<file path="src/rtl/wb_port_scheduler_if.sv">
// Bundles the write-back, LLU, register-file and hazard-probe signals of the
// write-port scheduler. The slave modport is the scheduler's view; the master
// modport is the view of the surrounding pipeline.
interface wb_port_scheduler_if #(
  parameter int DATA_W = 32,
  parameter int DEPTH  = 4
) ();
  localparam int CW = $clog2(DEPTH) + 1;

  // write-back stage request
  logic              pipe_we;
  logic [5:0]        pipe_addr;
  logic [DATA_W-1:0] pipe_data;
  // long-latency unit result handshake
  logic              llu_valid;
  logic              llu_ready;
  logic [5:0]        llu_addr;
  logic [DATA_W-1:0] llu_data;
  // register-file write port
  logic              rf_we;
  logic [5:0]        rf_addr;
  logic [DATA_W-1:0] rf_data;
  // pipeline control and hazard probe
  logic              stall_req;
  logic [5:0]        chk_addr;
  logic              chk_hit;
  logic [CW-1:0]     q_count;

  modport slave (
    input  pipe_we, pipe_addr, pipe_data,
    input  llu_valid, llu_addr, llu_data,
    output llu_ready,
    output rf_we, rf_addr, rf_data,
    output stall_req,
    input  chk_addr,
    output chk_hit, q_count
  );

  modport master (
    output pipe_we, pipe_addr, pipe_data,
    output llu_valid, llu_addr, llu_data,
    input  llu_ready,
    input  rf_we, rf_addr, rf_data,
    input  stall_req,
    output chk_addr,
    input  chk_hit, q_count
  );
endinterface

</file>
<file path="src/rtl/wb_port_scheduler.sv">
// Purpose: arbitrates the single register-file write port between write-back (priority) and a queued LLU.
// Latency: selected write appears on rf_* one edge later; an LLU result needs at least two edges.
// Backpressure: llu_ready drops when the queue is full; stall_req holds the pipe when full or starved.
//
// Ports: clk/reset (async, active-high) plain; everything else through bus (slave modport):
//   pipe_* write-back request, llu_* LLU result handshake, rf_* registered write port,
//   stall_req pipeline hold, chk_addr/chk_hit hazard probe, q_count queue occupancy.
module wb_port_scheduler #(
  parameter int DATA_W       = 32,
  parameter int DEPTH        = 4,
  parameter int STARVE_LIMIT = 8
) (
  input  logic                 clk,
  input  logic                 reset,
  wb_port_scheduler_if.slave   bus
);
  localparam int PW = $clog2(DEPTH);
  localparam int CW = PW + 1;
  localparam int SW = $clog2(STARVE_LIMIT + 1);
  localparam logic [CW-1:0] FULL = CW'(DEPTH);
  localparam logic [SW-1:0] SLIM = SW'(STARVE_LIMIT);

  // queue storage; payload is not reset, validity lives in r_vld
  logic [5:0]        r_q_addr [DEPTH];
  logic [DATA_W-1:0] r_q_data [DEPTH];
  logic [DEPTH-1:0]  r_vld;
  logic [DEPTH-1:0]  r_kill;
  logic [PW-1:0]     r_head;
  logic [PW-1:0]     r_tail;
  logic [CW-1:0]     r_count;
  logic [SW-1:0]     r_starve;
  logic              r_rf_we;
  logic [5:0]        r_rf_addr;
  logic [DATA_W-1:0] r_rf_data;

  logic w_full;
  logic w_empty;
  logic w_stall;
  logic w_llu_ready;
  logic w_wb_acc;
  logic w_deq;
  logic w_push;
  logic w_head_kill;
  logic w_chk_hit;

  assign w_full  = (r_count == FULL);
  assign w_empty = (r_count == '0);

  // Both handshake outputs come from registered state only; reset forces them low.
  assign w_stall     = !reset && (w_full || (r_starve == SLIM));
  assign w_llu_ready = !reset && !w_full;

  // A stalled stage re-presents its write later, so pipe_we is ignored while stalling.
  assign w_wb_acc = !w_stall && bus.pipe_we && (bus.pipe_addr != 6'd0);
  assign w_deq    = !w_empty && (w_stall || !w_wb_acc);

  // Writes to r0 are handshaken but never queued.
  assign w_push      = bus.llu_valid && w_llu_ready && (bus.llu_addr != 6'd0);
  assign w_head_kill = r_kill[r_head];

  always_comb begin
    w_chk_hit = 1'b0;
    for (int i = 0; i < DEPTH; i++) begin
      if (r_vld[i] && !r_kill[i] && (r_q_addr[i] == bus.chk_addr))
        w_chk_hit = 1'b1;
    end
    if (bus.chk_addr == 6'd0 || reset)
      w_chk_hit = 1'b0;
  end

  // payload write at the tail
  always_ff @(posedge clk) begin
    if (w_push) begin
      r_q_addr[r_tail] <= bus.llu_addr;
      r_q_data[r_tail] <= bus.llu_data;
    end
  end

  // Per-entry valid/kill. The tail slot is never valid when a push happens, so a
  // same-cycle write-back cannot kill the entry being enqueued (it is younger).
  always_ff @(posedge clk or posedge reset) begin
    if (reset) begin
      r_vld  <= '0;
      r_kill <= '0;
    end else begin
      for (int i = 0; i < DEPTH; i++) begin
        if (w_push && (r_tail == PW'(i))) begin
          r_vld[i]  <= 1'b1;
          r_kill[i] <= 1'b0;
        end else if (w_deq && (r_head == PW'(i))) begin
          r_vld[i]  <= 1'b0;
          r_kill[i] <= 1'b0;
        end else if (w_wb_acc && r_vld[i] && (r_q_addr[i] == bus.pipe_addr)) begin
          r_kill[i] <= 1'b1;
        end
      end
    end
  end

  // pointers, occupancy and starvation counter
  always_ff @(posedge clk or posedge reset) begin
    if (reset) begin
      r_head   <= '0;
      r_tail   <= '0;
      r_count  <= '0;
      r_starve <= '0;
    end else begin
      if (w_push) r_tail <= r_tail + PW'(1);
      if (w_deq)  r_head <= r_head + PW'(1);
      case ({w_push, w_deq})
        2'b10:   r_count <= r_count + CW'(1);
        2'b01:   r_count <= r_count - CW'(1);
        default: r_count <= r_count;
      endcase
      if (w_deq || w_empty)
        r_starve <= '0;
      else if (w_wb_acc && (r_starve != SLIM))
        r_starve <= r_starve + SW'(1);
    end
  end

  // registered write port; a killed head frees its slot but writes nothing
  always_ff @(posedge clk or posedge reset) begin
    if (reset) begin
      r_rf_we   <= 1'b0;
      r_rf_addr <= '0;
      r_rf_data <= '0;
    end else begin
      r_rf_we <= w_wb_acc || (w_deq && !w_head_kill);
      if (w_wb_acc) begin
        r_rf_addr <= bus.pipe_addr;
        r_rf_data <= bus.pipe_data;
      end else if (w_deq && !w_head_kill) begin
        r_rf_addr <= r_q_addr[r_head];
        r_rf_data <= r_q_data[r_head];
      end
    end
  end

  assign bus.llu_ready = w_llu_ready;
  assign bus.stall_req = w_stall;
  assign bus.rf_we     = r_rf_we;
  assign bus.rf_addr   = r_rf_addr;
  assign bus.rf_data   = r_rf_data;
  assign bus.chk_hit   = w_chk_hit;
  assign bus.q_count   = reset ? '0 : r_count;
endmodule

</file>
<file path="src/flat_wrapper.sv">
// flat-port wrapper written by rule: the top's interface ports become plain ports
module wb_port_scheduler_flat 
#(
  parameter int DATA_W       = 32,
  parameter int DEPTH        = 4,
  parameter int STARVE_LIMIT = 8
)
  (clk, reset, bus_pipe_we, bus_pipe_addr, bus_pipe_data, bus_llu_valid, bus_llu_addr, bus_llu_data, bus_llu_ready, bus_rf_we, bus_rf_addr, bus_rf_data, bus_stall_req, bus_chk_addr, bus_chk_hit, bus_q_count);
  wb_port_scheduler_if #(.DATA_W(DATA_W), .DEPTH(DEPTH)) bus_i ();
  input  logic clk;
  input  logic reset;
  input wire logic [$bits(bus_i.pipe_we)-1:0] bus_pipe_we;
  input wire logic [$bits(bus_i.pipe_addr)-1:0] bus_pipe_addr;
  input wire logic [$bits(bus_i.pipe_data)-1:0] bus_pipe_data;
  input wire logic [$bits(bus_i.llu_valid)-1:0] bus_llu_valid;
  input wire logic [$bits(bus_i.llu_addr)-1:0] bus_llu_addr;
  input wire logic [$bits(bus_i.llu_data)-1:0] bus_llu_data;
  output wire logic [$bits(bus_i.llu_ready)-1:0] bus_llu_ready;
  output wire logic [$bits(bus_i.rf_we)-1:0] bus_rf_we;
  output wire logic [$bits(bus_i.rf_addr)-1:0] bus_rf_addr;
  output wire logic [$bits(bus_i.rf_data)-1:0] bus_rf_data;
  output wire logic [$bits(bus_i.stall_req)-1:0] bus_stall_req;
  input wire logic [$bits(bus_i.chk_addr)-1:0] bus_chk_addr;
  output wire logic [$bits(bus_i.chk_hit)-1:0] bus_chk_hit;
  output wire logic [$bits(bus_i.q_count)-1:0] bus_q_count;
  assign bus_i.pipe_we = bus_pipe_we;
  assign bus_i.pipe_addr = bus_pipe_addr;
  assign bus_i.pipe_data = bus_pipe_data;
  assign bus_i.llu_valid = bus_llu_valid;
  assign bus_i.llu_addr = bus_llu_addr;
  assign bus_i.llu_data = bus_llu_data;
  assign bus_llu_ready = bus_i.llu_ready;
  assign bus_rf_we = bus_i.rf_we;
  assign bus_rf_addr = bus_i.rf_addr;
  assign bus_rf_data = bus_i.rf_data;
  assign bus_stall_req = bus_i.stall_req;
  assign bus_i.chk_addr = bus_chk_addr;
  assign bus_chk_hit = bus_i.chk_hit;
  assign bus_q_count = bus_i.q_count;
  wb_port_scheduler #(.DATA_W(DATA_W), .DEPTH(DEPTH), .STARVE_LIMIT(STARVE_LIMIT)) u_core (.clk(clk), .reset(reset), .bus(bus_i));
endmodule
</file>
<file path="config.mk">
export PLATFORM = sky130hd
export DESIGN_NAME = wb_port_scheduler_flat
export DESIGN_NICKNAME = d
export VERILOG_FILES = /design/src/rtl/wb_port_scheduler_if.sv /design/src/rtl/wb_port_scheduler.sv /design/src/flat_wrapper.sv
export SDC_FILE = /design/constraint.sdc
export NUM_CORES = 1
export LEC_CHECK = 0
export ABC_CLOCK_PERIOD_IN_PS = 2300
export CAP_MARGIN = 10
export CORE_ASPECT_RATIO = 1.5
export CORE_UTILIZATION = 33
export CTS_CLUSTER_DIAMETER = 40
export DETAILED_ROUTE_END_ITERATION = 10
export PLACE_DENSITY = 0.58
export SYNTH_ARGS = -nofsm -noshare
export SYNTH_HDL_FRONTEND = slang
export SYNTH_SLANG_ARGS = --single-unit
</file>
<file path="constraint.sdc">
create_clock -name clk -period 2.3 [get_ports clk]
set_input_delay 0.46 -clock clk [delete_from_list [all_inputs] [get_ports clk]]
set_output_delay 0.46 -clock clk [all_outputs]
set_load 0.02 [all_outputs]
</file>
## Word level (Yosys, flattened, before mapping)

Memories as Yosys holds them, arrays and structs flattened.
Index checks and enable logic that the tools add are counted.

| storage, ports and cells | value |
|---|---|
| bits in writable memories | 152 |
| output and inout port bits | 45 |
| word-level logic and storage cells | 144 |
| register bits | 58 |
| memories | 2 |
| bits of input ports | 86 |

| cells by class | value |
|---|---|
| multiplexer cells | 37 |
| eq/ne operators | 19 |
| order comparisons | 1 |
| $add $sub $neg | 5 |
| reductions and logical operators | 65 |

Memories:

| name | depth | width | rd ports | clocked after memory_dff | wr ports | RTL line | RTL |
|---|---|---|---|---|---|---|---|
| u_core.r_q_data | 4 | 32 | 1 | 0 | 1 | wb_port_scheduler.sv:25 | `logic [DATA_W-1:0] r_q_data [DEPTH];` |
| u_core.r_q_addr | 4 | 6 | 5 | 0 | 1 | wb_port_scheduler.sv:24 | `logic [5:0] r_q_addr [DEPTH];` |

Operator list:

| kind | count |
|---|---|
| 32-bit two-way mux | 2 |
| 6-bit equality test | 8 |
| 1-bit logical AND | 33 |
| 1-bit two-way mux | 28 |
| 2-bit nonzero test | 7 |
| 6-bit two-way mux | 2 |
| 3-bit nonzero test | 4 |
| 6-bit nonzero test | 2 |
| 2-bit equality test (second input constant) | 5 |
| 1-bit logical NOT | 10 |
| 4-bit two-way mux | 2 |
| 2-bit by 1-bit equality test with 1-bit output (second input constant) | 3 |
| 6-bit logical NOT | 1 |
| 3-bit one-hot mux with 2 select lines | 1 |
| 1-bit logical OR | 5 |
| 2-bit by 1-bit adder with 2-bit output (second input constant) | 2 |
| 4-bit by 1-bit adder with 4-bit output (second input constant) | 1 |
| 4-bit equality test (second input constant) | 1 |
| 2-bit logical NOT | 2 |
| 4-bit inequality test (second input constant) | 1 |
| 3-bit by 1-bit adder with 3-bit output (second input constant) | 1 |
| 3-bit equality test (second input constant) | 1 |
| 3-bit logical NOT | 1 |
| 2-bit by 3-bit < comparator with 1-bit output (second input constant) | 1 |
| 3 further kinds | 3 |

## Depth between registers and ports, before layout

| depth | value |
|---|---|
| depth in word-level cells | 12 |
| gate-level depth with buffers | 12 |
| depth with buffers taken out | 11 |

## Worst setup path before layout

Ideal clock, no wire load.

| timing | value |
|---|---|
| kind | input to register |
| start point | input port reset |
| end point | memory u_core.r_q_addr[1][0] (enable) |
| slack | -1.581 ns |
| path buffers | 1 |
| library setup time | 0.401 ns |
| data required time | 1.899 ns |
| cell stages on the path | 5 |
| arrival | 3.480 ns |
| path through | inv_1 and2_1 o311a_1 buf_2 and2_1 |

| between the ends | value |
|---|---|
| longest elaborated chain between the ends | 6 |

Ends and longest elaborated chain:

| what | RTL line | RTL |
|---|---|---|
| from (decl) | flat_wrapper.sv:11 | `input logic reset;` |
| 1-bit logical NOT | wb_port_scheduler.sv:51 | `assign w_llu_ready = !reset && !w_full;` |
| 1-bit logical AND | wb_port_scheduler.sv:51 |  |
| via bus_llu_ready | flat_wrapper.sv:18 | `output wire logic [$bits(bus_i.llu_ready)-1:0] bus_llu_ready;` |
| 1-bit logical AND (2 in series) | wb_port_scheduler.sv:58 | `assign w_push = bus.llu_valid && w_llu_ready && (bus.llu_addr != 6'd0);` |
| 1-bit two-way mux | wb_port_scheduler.sv:73 | `if (w_push) begin` |
| 1-bit two-way mux (implied by the code) | wb_port_scheduler.sv:74 | `r_q_addr[r_tail] <= bus.llu_addr;` |
| to (decl) | wb_port_scheduler.sv:24 |  |

The timed path passes the listed nets, and every way through them passes these cells.

## Worst setup path in the final report

| timing | value |
|---|---|
| start point | input port bus_chk_addr[0] |
| end point | output port bus_chk_hit |

| between the ends | value |
|---|---|
| longest elaborated chain between the ends | 7 |
| elaborated cells between the ends (all ways) | 15 |
| classes of those cells | 4 x eq/ne; 5 x mux; 6 x reduce/logical |

Ends and longest elaborated chain:

| what | RTL line | RTL |
|---|---|---|
| from (decl) | flat_wrapper.sv:23 | `input wire logic [$bits(bus_i.chk_addr)-1:0] bus_chk_addr;` |
| 6-bit equality test | wb_port_scheduler.sv:64 | `if (r_vld[i] && !r_kill[i] && (r_q_addr[i] == bus.chk_addr))` |
| 1-bit logical AND | wb_port_scheduler.sv:64 |  |
| 1-bit two-way mux (4 in series) | wb_port_scheduler.sv:64 |  |
| 1-bit two-way mux * | wb_port_scheduler.sv:67 | `if (bus.chk_addr == 6'd0 \|\| reset)` |
| to (decl) | flat_wrapper.sv:24 | `output wire logic [$bits(bus_i.chk_hit)-1:0] bus_chk_hit;` |

Every way passes the cells marked *; elsewhere a longest branch is shown, timed or not.

==> results.md <==
- Outcome: finished, violations left
- Failing checks: setup timing
- Hold WS: 0.190 ns
- Worst R2R Path Depth: 10
- HP Class: in2reg
- Avg Cell Area, Syn: about 15 µm²
- Clock sinks: 210
- Core Area: 27100 µm²
- Die Width: approximately 140 µm
- Max_slew headroom: 0.439
- Vias in the first global route: 6301
- Post-DP Area: ~11000 µm²
- Endpoints failing setup: 1
- Clock Path Buffers: 3
- # IOs: roughly 130
- Top FF cell, synth: edfxtp_1
- Synth Area in Simple Gates: 0.0840
- Total number of yosys warnings: 0
- Synthesized instance count: between 600 and 700
- Ordered cell list for the critical path: clkdlybuf4s50_1, buf_4, xor2_1, nor4_2, nor4_1, nor3_1, buf_2
- Diodes inserted: 0
- Synth Register Bits: 210
- Critical path destination: bus_chk_hit
- DRC Markers: 0
- Net count after synthesis: about 700
- Worst reg-to-reg setup slack: 0.14 ns
- # rows: 74
- GRT overflow: 0
- Non-filler cells, final: 1156
- Die height: approximately 210 µm
- First-pass GRT wire length: 34700 µm
- Crit path max-delay cell type: clkdlybuf4s50_1
- Final Hold Viols: 0
- CTS tree: yes
- Placed insts: approximately 1100
- Worst Clk Skew: 0.0108 ns
- DRT iter0 DRCs: a little over 300
- Final min period: around 2.5 ns
- Crit Path Max Fanout: 4
- Skew-Pair Late Insertion Delay: roughly 0.52 ns
- Commonest non-fill, non-tap cells in the layout: edfxtp_1 (152), clkdlybuf4s50_1 (110), nand2_1 (84), buf_4 (62), dfrtp_1 (56)
- Leak: roughly 4.4 nW
- Root buffer cell: clkbuf_16
- Yosys cell types: 43
- Share of cells above drive strength 1: 0.256
- Global placement routability congestion: around 0.83
- Slew Viols, Final: 0
- Reg-to-reg critical path startpoint: u_core.r_count[0]$_DFFE_PP0P_
- # nets final: 893
- PwrDens: 1170 nW/µm²
- CTS clock-pin slew for the worst setup and hold paths: around 0.06 ns
- Port Buffer Count: 130
- Largest net degree at the start of global routing: just under 60
- Post-Synth XOR/XNOR Area: 0.0539
- Die ar.: about 28000 µm²
- Fin area: about 12000 µm²
- Area Growth Syn to Fin: 34.1%
- Max-Cap Viols: 0
- Total wire length: approximately 22000 µm
- WP data arrival: around 2.0 ns
- Crit Reg-Reg Endpoint: u_core.r_count[2]$_DFFE_PP0P_
- Crit Path Class: in2out
- CP Launch Type: input pin
- TNS Setup: -0.162 ns
- Routed length per placed instance: 19.2 µm
- Adder-cell area share of the yosys netlist: 0.0173
- Design Power: between 0.01 and 0.015 W
- Sequential element share of the synthesized area: 0.661
- RSZ-0062 raised after global routing: yes
- Via count: ~5600
- Fmax: between 0.4 and 0.5 GHz
- Asr flop ratio synth: 0.276
- Max incr delay on CP: ~0.53 ns
- VDD IR max: 0.605 mV
- Slew @ Worst Pin: 0.841 ns
- Most common cell after layout, fill and taps aside: edfxtp_1
- Synthesized area: 9100 µm²
- Compound-Gate Fraction of Synth Area: 0.0525
- CP Capture Type: output port
- Final worst slack: -0.162 ns
- Antenna viol nets, final: 0
- Final Cycle Share: 1.07
- Largest family of logic cells by synthesized area: multiplexers
- Initial antenna violation count: 0
- Vias per cell: 4.87
- Post-synth EDFFs: approximately 150
- Hpwl dp: approximately 15000 µm
- Total GRT Usage: 0.166
- 1st-pass router iterations: 4
- CTS buffer count: 25
- Post-synthesis mux area share: 0.0975
- CP Launch Point: bus_chk_addr[0]
- H-tree depth: 1
- Initial Util: 0.335
- WP data required: 1.84 ns
[power breakdown]
part / internal, W / total (W) / switching, W
Combinational: 0.00245 / 0.00511 / 0.00266
Sequential: 0.00484 / 0.00523 / 0.000389
Clock: 0.00231 / 0.00390 / 0.00160
Total: 0.00960 / 0.0142 / 0.00465
[registers in the layout, indices dropped and copies added, names as in the netlist]
register,count
u_core.r_count,3
u_core.r_tail,2
u_core.r_q_addr,24
u_core.r_kill,4
u_core.bus.rf_addr,6
u_core.bus.rf_we,1
u_core.r_vld,4
u_core.bus.rf_data,32
u_core.r_head,2
u_core.r_starve,4
u_core.r_q_data,128
[stage by stage]
| stage | utilization | setup WS (ns) |
|---|---|---|
| 2_1_floorplan | - | -0.698 |
| 3_3_place_gp | 0.416 | -0.683 |
| 3_5_place_dp | 0.416 | -0.754 |
| 4_1_cts | 0.449 | -0.122 |
| 5_1_grt | 0.450 | -0.247 |
| 6_report | 0.450 | -0.162 |
[worst min-delay path by stage]
| stage | slack (ns) | cells after the start | from | end |
|---|---|---|---|---|
| after floorplan | 0.47 | 1 | u_core.r_count[2]$_DFFE_PP0P_ | u_core.r_count[2]$_DFFE_PP0P_ |
| after global placement | 0.52 | 1 | u_core.r_vld[1]$_DFFE_PP0N_ | u_core.r_vld[1]$_DFFE_PP0N_ |
| after detailed placement | 0.52 | 1 | u_core.r_vld[0]$_DFFE_PP0N_ | u_core.r_vld[0]$_DFFE_PP0N_ |
| after CTS | 0.34 | 1 | bus_llu_addr[0] | u_core.r_q_addr[3][0]$_DFFE_PP_ |
| after global routing | 0.18 | 1 | bus_llu_addr[0] | u_core.r_q_addr[3][0]$_DFFE_PP_ |
| final | 0.19 | 1 | bus_llu_addr[0] | u_core.r_q_addr[3][0]$_DFFE_PP_ |
[Yosys cell counts (3+ instances only)]
master,n,area share
a21oi_1,3,0.0016
or3_1,3,0.0021
nor2_1,32,0.013
buf_4,4,0.0033
nand3_1,12,0.0066
xnor2_1,41,0.039
o21ai_0,3,0.0016
clkbuf_1,16,0.0066
buf_6,3,0.0037
nand2_1,84,0.035
inv_1,15,0.0062
buf_2,15,0.0083
a21o_1,4,0.0033
xor2_1,15,0.014
mux4_2,38,0.094
or4_1,3,0.0025
dfrtp_1,58,0.16
nor3_1,7,0.0038
and2_1,5,0.0034
ha_1,11,0.015
a221o_1,4,0.0044
o21ai_1,3,0.0016
nand4_1,4,0.0027
a31oi_2,11,0.015
a31oi_1,27,0.019
nor4_1,5,0.0034
nor2_2,10,0.0069
edfxtp_1,152,0.50
[critical path: cells and delay by family]
family,cells,cell delay (ns)
buf+inv,3,0.87
simple gates,3,0.46
xor+xnor,1,0.21
[cells by family (layout without fill, tap and decap cells)]
group           count (synthesis)  count (layout)
buf+inv                        56             265
xor+xnor                       56              56
mux                            41              41
simple gates                  170             170
compound gates                 60              60
flops                         210             210
fa+ha+maj                      12              12
[cell type report]
cell class              count  area [µm²]
fillers                  2410       14900
well taps                 342         428
repair buffers            204        1990
clock buffers              28         647
multi-input cells         339        2870
inverters                  15        62.6
flip-flops and latches    210        6020
clock inverters            18         186
[repair_timing]
item / 4_1_cts / 5_1_grt
hold endpoints to repair: 0 / 0
setup endpoints to repair: 62 / 3
setup buffers: 4 / 4
pin swaps: 19 / 9
gates resized for setup: 38 / 9
hold buffers: 0 / 0
[per-layer routing]
metal	global-route usage	up-vias	part of all wire	wire, µm
li1	-	2607	-	-
met1	0.182	2845	0.36	8080
met2	0.316	140	0.56	12500
met3	0.0227	41	0.048	1060
met4	0.0616	0	0.029	638
met5	0	-	0	0
Note: power is estimated with default switching activity, not from simulation.
